[config.mk]
export PLATFORM = sky130hd
export DESIGN_NAME = expgob_stream_dec
export DESIGN_NICKNAME = d
export VERILOG_FILES = /design/src/rtl/expgob_stream_dec.sv
export SDC_FILE = /design/constraint.sdc
export NUM_CORES = 1
export LEC_CHECK = 0
export ABC_AREA = 1
export CAP_MARGIN = 20
export CORE_MARGIN = 2
export CORE_UTILIZATION = 60
export CTS_CLUSTER_SIZE = 24
export DETAILED_ROUTE_END_ITERATION = 10
export PLACE_DENSITY = 0.84
export SLEW_MARGIN = 20
export SYNTH_ARGS = -nofsm -noshare
export SYNTH_HDL_FRONTEND = slang
export SYNTH_SLANG_ARGS = --single-unit
[constraint.sdc]
create_clock -name clk -period 3.1 [get_ports clk]
set_clock_uncertainty 0.15 [all_clocks]
set_input_delay 0.62 -clock clk [delete_from_list [all_inputs] [get_ports clk]]
set_output_delay 0.62 -clock clk [all_outputs]
set_load 0.01 [all_outputs]
[src/rtl/expgob_stream_dec.sv]
// Serial order-0 exp-Golomb bitstream decoder.
// One bit in per accepted beat, one 8-bit value out per codeword.
module expgob_stream_dec (
    input  logic       clk,
    input  logic       rst,
    input  logic       bit_i,
    input  logic       bit_vld_i,
    output logic       bit_rdy_o,
    output logic [7:0] dt_o,
    output logic [4:0] len_o,
    output logic       dt_vld_o,
    input  logic       dt_rdy_i,
    output logic       err_o
);

    typedef enum logic [1:0] {
        PREFIX,
        SUFFIX,
        OUT,
        ERR
    } state_t;

    state_t     state;
    logic [3:0] zcnt;
    logic [3:0] scnt;
    logic [8:0] acc;
    logic [8:0] acc_nxt;
    logic [7:0] dt_sfx;
    logic       take;

    assign take    = bit_vld_i & bit_rdy_o;
    assign acc_nxt = {acc[7:0], bit_i};
    // Low byte of acc-1 is all the output needs; acc never exceeds 256.
    assign dt_sfx  = acc_nxt[7:0] - 8'd1;

    always_ff @(posedge clk) begin
        if (rst) begin
            state     <= PREFIX;
            zcnt      <= 4'd0;
            scnt      <= 4'd0;
            acc       <= 9'd0;
            dt_o      <= 8'd0;
            len_o     <= 5'd0;
            dt_vld_o  <= 1'b0;
            bit_rdy_o <= 1'b1;
            err_o     <= 1'b0;
        end else begin
            unique case (state)
                PREFIX: begin
                    if (take) begin
                        if (!bit_i) begin
                            if (zcnt == 4'd8) begin
                                state     <= ERR;
                                err_o     <= 1'b1;
                                bit_rdy_o <= 1'b0;
                            end else begin
                                zcnt <= zcnt + 4'd1;
                            end
                        end else begin
                            acc  <= 9'd1;
                            scnt <= zcnt;
                            if (zcnt == 4'd0) begin
                                dt_o      <= 8'd0;
                                len_o     <= 5'd1;
                                dt_vld_o  <= 1'b1;
                                bit_rdy_o <= 1'b0;
                                state     <= OUT;
                            end else begin
                                state <= SUFFIX;
                            end
                        end
                    end
                end
                SUFFIX: begin
                    if (take) begin
                        acc  <= acc_nxt;
                        scnt <= scnt - 4'd1;
                        if (scnt == 4'd1) begin
                            dt_o      <= dt_sfx;
                            len_o     <= {zcnt, 1'b1};
                            dt_vld_o  <= 1'b1;
                            bit_rdy_o <= 1'b0;
                            state     <= OUT;
                        end
                    end
                end
                OUT: begin
                    if (dt_rdy_i) begin
                        dt_vld_o  <= 1'b0;
                        bit_rdy_o <= 1'b1;
                        zcnt      <= 4'd0;
                        state     <= PREFIX;
                    end
                end
                ERR: begin
                    bit_rdy_o <= 1'b0;
                    dt_vld_o  <= 1'b0;
                    err_o     <= 1'b1;
                end
            endcase
        end
    end

endmodule

=== Word level (Yosys, flattened, before mapping) ===
Cells that the tools add are included.

* Flip-flop bits (word level): 33
* Bits of input ports: 5
* Output and inout port bits: 16
* Word-level logic and storage cells: 94

* Add/subtract/negate cells: 3
* Equal/unequal tests: 16
* Muxes and demuxes: 52
* Bitwise gates (word level): 1
* Reduce and logical (&&, ||, !) cells: 13

{| class="wikitable"
|+ Operator list
! kind !! number
|-
| $mux 8 || 5
|-
| $mux 4 || 7
|-
| $mux 5 || 5
|-
| $reduce_and 6->1 || 4
|-
| $mux 7 || 3
|-
| $ne 2x2->1 const B || 9
|-
| $mux 1 || 16
|-
| $pmux 4 s2 || 2
|-
| $pmux 8 s2 || 1
|-
| $mux 2 || 7
|-
| $pmux 7 s2 || 1
|-
| $pmux 5 s2 || 1
|-
| $pmux 1 s4 || 2
|-
| $reduce_and 4->1 || 2
|-
| $sub 8x1->8 const B || 1
|-
| $ne 3x3->1 const B || 2
|-
| $pmux 2 s3 || 1
|-
| $reduce_bool 2->1 || 3
|-
| $reduce_and 5->1 || 1
|-
| $add 4x1->4 const B || 1
|-
| $eq 2x2->1 const B || 2
|-
| $eq 4x1->1 const B || 1
|-
| $eq 4x4->1 const B || 1
|-
| $logic_not 4->1 || 1
|-
| other kinds (6) || 6
|}

=== Depth between registers and ports, before layout ===
* Depth in word-level cells: 5
* Gate-level depth with buffers: 11
* Mapped depth without buffers: 10

=== Worst setup path before layout ===
No wires, ideal clock.

* Path kind: register to register
* From: register state[0]
* To: register state[1]
* Setup time: 0.115 ns
* Arrival time: 1.365 ns
* Required time: 2.835 ns
* Path slack: 1.470 ns
* Cell stages (with the launch flop): 9
* Path buffers: 0
* Period minus slack after synthesis: 1.630 ns
* Cells stage by stage: dfxtp_1 > inv_1 > ha_1 > o21ai_0 > nand2_1 > nor2_1 > nand3_1 > nand2_1 > nor2_1

* Cells in the longest elaborated chain, start to end: 3
* Elaborated cells on any way between the ends: 11
* Classes of those cells: eq/ne (7); mux (1); reduce/logical (3)

{| class="wikitable"
|+ Ends and longest elaborated chain
! what !! line !! text
|-
| start, declared || 23 || <nowiki>state_t state;</nowiki>
|-
| start signal, assigned || 38 || <nowiki>state <= PREFIX;</nowiki>
|-
| start signal, assigned || 53 || <nowiki>state <= ERR;</nowiki>
|-
| start signal, assigned || 67 || <nowiki>state <= OUT;</nowiki>
|-
| $eq 2x1->1, or another cell as far along || 48 || <nowiki>unique case (state)</nowiki>
|-
| $ne 2x2->1 (no source line), or another cell as far along || - ||
|-
| $reduce_and 6->1 (no source line) || - ||
|}

Parallel ways exist; a longest one is shown, timed or not.
A chain may end at the register's enable or synchronous reset.

=== Worst setup path in the final report ===
* From: register bit_rdy_o
* To: output bit_rdy_o

{| class="wikitable"
|+ RTL lines
! what !! line !! text
|-
| start, declared || 8 || <nowiki>output logic bit_rdy_o,</nowiki>
|-
| start signal, assigned || 45 || <nowiki>bit_rdy_o <= 1'b1;</nowiki>
|-
| start signal, assigned || 55 || <nowiki>bit_rdy_o <= 1'b0;</nowiki>
|-
| start signal, assigned || 66 || <nowiki>bit_rdy_o <= 1'b0;</nowiki>
|}

No word-level cell between the ends.

==> metrics.txt <==
# TYPE chip_impl_metric gauge
chip_impl_info{name="synth.cells.most_frequent",value="91 x nand2_1, 44 x nor2_1, 33 x dfxtp_1, 30 x nand3_1, 29 x inv_1"} 1
chip_impl_metric{name="synthCells",unit=""} 291
chip_impl_info{name="synth_top_area_cell",value="dfxtp_1"} 1
chip_impl_metric{name="cts_resized",unit=""} 0
chip_impl_metric{name="met1_usage",unit="%"} 27.80
chip_impl_metric{name="internal_power",unit="uW"} 1028
chip_impl_metric{name="total_switching_power",unit="uW"} 839.6
chip_impl_metric{name="worst_slew_pin_slew",unit="ns"} 0.6165
chip_impl_info{name="yosys-top-cells-area",value="dfxtp_1 36%, nand2_1 18%, nor2_1 8.9%"} 1
chip_impl_info{name="setup.worst_path.start",value="bit_rdy_o"} 1
chip_impl_metric{name="power.leakage",unit="uW"} 0.0009328
chip_impl_metric{name="synth.yosys.warnings",unit=""} 0
chip_impl_metric{name="die_height",unit="um"} 59.56
chip_impl_metric{name="synth_area_per_cell",unit="um2"} 6.363
chip_impl_metric{name="worst-endpoint-required",unit="ns"} 2.33
chip_impl_info{name="cts_tree",value="yes"} 1
chip_impl_metric{name="totalPowerFinal",unit="uW"} 1868
chip_impl_metric{name="peak_per_stage_delay_on_the_critical_path",unit="ns"} 0.55
chip_impl_metric{name="htreeDepth",unit=""} 2
chip_impl_metric{name="timing.critical_path.buf_inv",unit=""} 1
chip_impl_metric{name="synth_async_sr_flop_share",unit="%"} 0
chip_impl_metric{name="routed_via_density",unit=""} 5.180
chip_impl_metric{name="finish.cell_count_without_fillers",unit=""} 345
chip_impl_metric{name="globalplace.congestion",unit=""} 0.9014
chip_impl_metric{name="cts_made_buffers",unit=""} 5
chip_impl_info{name="peak_usage_layer_in_the_global_routing_report",value="met2"} 1
chip_impl_metric{name="worst_ep_arrival_time",unit="ns"} 1.25
chip_impl_info{name="cell_chain_of_the_critical_path",value="clkdlybuf4s50_1"} 1
chip_impl_metric{name="cts_hold_buf",unit=""} 0
chip_impl_info{name="timing.hold.worst.start",value="len_o[0]"} 1
chip_impl_metric{name="mappedNetlistArea",unit="um2"} 1852
chip_impl_metric{name="dp_cells",unit=""} 337
chip_impl_metric{name="finalMaxSlewViolations",unit=""} 0
chip_impl_metric{name="max-slew-margin-rel",unit="%"} 58.86
chip_impl_metric{name="clock_tree.buffer_depth",unit=""} 2
chip_impl_metric{name="post_cts.repair.setup_buffers",unit=""} 0
chip_impl_metric{name="synth_enable_flop_cells",unit=""} 0
chip_impl_metric{name="synth_seq_cells",unit=""} 33
chip_impl_info{name="critical_path.endpoint_type",value="output pin"} 1
chip_impl_info{name="status",value="complete, no violations"} 1
chip_impl_metric{name="final_util",unit="%"} 70.04
chip_impl_info{name="path_delay_family",value="buffers and inverters"} 1
chip_impl_metric{name="final-setup-viol-count",unit=""} 0
chip_impl_metric{name="std_cell_rows",unit=""} 20
chip_impl_metric{name="max_freq",unit="GHz"} 0.4958
chip_impl_metric{name="wire_length_of_the_first_global_routing_pass",unit="um"} 6348
chip_impl_metric{name="maxcap_violations",unit=""} 0
chip_impl_metric{name="clock_latency",unit="ns"} 0.34
chip_impl_metric{name="switching_power_share_of_the_total",unit="%"} 44.95
chip_impl_metric{name="globalRouteMet3Util",unit="%"} 7.424
chip_impl_metric{name="time_the_final_worst_path_needs_with_i_o_delays_and_setup",unit="ns"} 2.017
chip_impl_metric{name="hpwlAfterDp",unit="um"} 2778
chip_impl_metric{name="first_global_vias",unit=""} 1556
chip_impl_info{name="rsz0062_at_grt",value="no"} 1
chip_impl_info{name="criticalPathCategory",value="flop to output pin"} 1
chip_impl_metric{name="antenna_found_initial",unit=""} 0
chip_impl_metric{name="grt_use_met2",unit="%"} 40.50
chip_impl_metric{name="globalRouteTotalUtil",unit="%"} 23.89
chip_impl_metric{name="min_period_over_period",unit="%"} 65.06
chip_impl_metric{name="drt_iter0_markers",unit=""} 60
chip_impl_metric{name="num_antenna_cells",unit=""} 0
chip_impl_metric{name="power_density",unit="nW/um2"} 888.0
chip_impl_metric{name="grt_overflow",unit=""} 0
chip_impl_metric{name="synthToLayoutAreaGrowth",unit="%"} 13.58
chip_impl_metric{name="routed_wl",unit="um"} 3848
chip_impl_metric{name="floorplan.die_area",unit="um2"} 3547
chip_impl_metric{name="combinationalPowerShare",unit="%"} 54.4
chip_impl_info{name="hold_path_class",value="flop to flop"} 1
chip_impl_info{name="synth_top_flop_cell",value="dfxtp_1"} 1
chip_impl_metric{name="regToRegSetupSlack",unit="ns"} 1.12
chip_impl_metric{name="share_of_the_synthesized_area_in_the_top_cell_type",unit="%"} 35.68
chip_impl_metric{name="crit_path_max_fanout",unit=""} 3
chip_impl_metric{name="postRouteAntennaNets",unit=""} 0
chip_impl_metric{name="yosysUniqueCellTypes",unit=""} 20
chip_impl_metric{name="numClockSinks",unit=""} 33
chip_impl_metric{name="core_area",unit="um2"} 3003
chip_impl_metric{name="floorplan.io_pins",unit=""} 21
chip_impl_metric{name="filler_cell_count",unit=""} 290
chip_impl_metric{name="initial_utilization",unit="%"} 61.67
chip_impl_info{name="critical-path-slowest-cell",value="clkdlybuf4s50_1"} 1
chip_impl_metric{name="io_buffer_count",unit=""} 20
chip_impl_metric{name="seqPwrFrac",unit="%"} 33.1
chip_impl_metric{name="layout.area.seq",unit="um2"} 660.6
chip_impl_metric{name="drt-wirelength-per-cell",unit="um"} 11.15
chip_impl_info{name="synth.most_common_cell",value="nand2_1"} 1
chip_impl_metric{name="synth_fp_nets",unit=""} 305
chip_impl_metric{name="final_hold_viol_count",unit=""} 0
chip_impl_metric{name="route.detailed.drc",unit=""} 0
chip_impl_metric{name="setup-tns-final",unit="ns"} 0
chip_impl_info{name="clockRootBuffer",value="clkbuf_4"} 1
chip_impl_info{name="crit-reg2reg-launch",value="state[1]"} 1
chip_impl_metric{name="via_count",unit=""} 1787
chip_impl_metric{name="drive_gt1_share",unit="%"} 5.128
chip_impl_metric{name="area_taken_by_multi_input_logic_gates",unit="um2"} 1013
chip_impl_metric{name="clockPowerShare",unit="%"} 12.5
chip_impl_metric{name="synth_seq_area_share",unit="%"} 35.68
chip_impl_metric{name="path_clk_slew",unit="ns"} 0.09
chip_impl_metric{name="max-vdd-ir-drop",unit="uV"} 626.3
chip_impl_metric{name="fin_nets",unit=""} 325
chip_impl_info{name="setup.worst_path.start_class",value="flop"} 1
chip_impl_metric{name="largest_net_degree_at_the_start_of_global_routing",unit=""} 23
chip_impl_metric{name="chipWidth",unit="um"} 59.56
chip_impl_metric{name="drt-pass1-iter-count",unit=""} 4
cell type report:
class	count	share of cell area [%]
Multi-Input combinational cell	216	48.19
Inverter	33	5.889
Timing Repair Buffer	22	10.23
Tap cell	33	1.963
Clock buffer	8	2.320
Sequential cell	33	31.41
per-stage QoR:
stage	hold slack (ns)	setup WS (ns)	instance area [um2]
2_1_floorplan	0.3008	1.470	1852
3_3_place_gp	0.3088	0.7741	2054
3_5_place_dp	0.3077	0.7440	2054
4_1_cts	0.3297	1.070	2103
5_1_grt	0.3620	0.9066	2103
6_report	0.3262	1.083	2103
cell usage in the layout (no fill, tap or decap), types with 2 or more instances in the layout:
cell type	instances
nand2_1	91
nor2_1	44
dfxtp_1	33
nand3_1	30
inv_1	29
a21oi_1	20
clkdlybuf4s50_1	20
o21ai_0	10
ha_1	9
nand4_1	5
clkbuf_4	5
inv_2	4
or2_2	3
clkbuf_1	3
buf_4	2
logic make-up after synthesis:
group	synth area share (%)
xor+xnor	0.4731
compound gates	9.393
buf+inv	9.593
flops	35.68
simple gates	38.78
fa+ha+maj	6.081
routing by layer:
layer | part of all wire, % | wire [um]
met5 | 0 | 0
met4 | 1.8 | 71
met3 | 3.3 | 128
met2 | 47 | 1815
met1 | 48 | 1832
final timing paths:
path	end	cells past startpoint
max	bit_rdy_o	1
max reg2reg	state[0]	9
min reg2reg	len_o[0]	2
min	len_o[0]	2
registers in the layout, summed over array words and instances, names as in the netlist:
name	flops
dt_o	8
err_o	1
zcnt	4
state	2
dt_vld_o	1
len_o	5
scnt	4
bit_rdy_o	1
acc	7
power groups by stage:
stage	Clock [uW]	Sequential, uW	Combinational (uW)
6_report	234	618	1020
5_1_grt	254	636	1160
4_1_cts	237	619	1020
3_5_place_dp	0	630	1010
3_3_place_gp	0	628	998
2_1_floorplan	0	649	725
(Power assumes the default switching activity.)
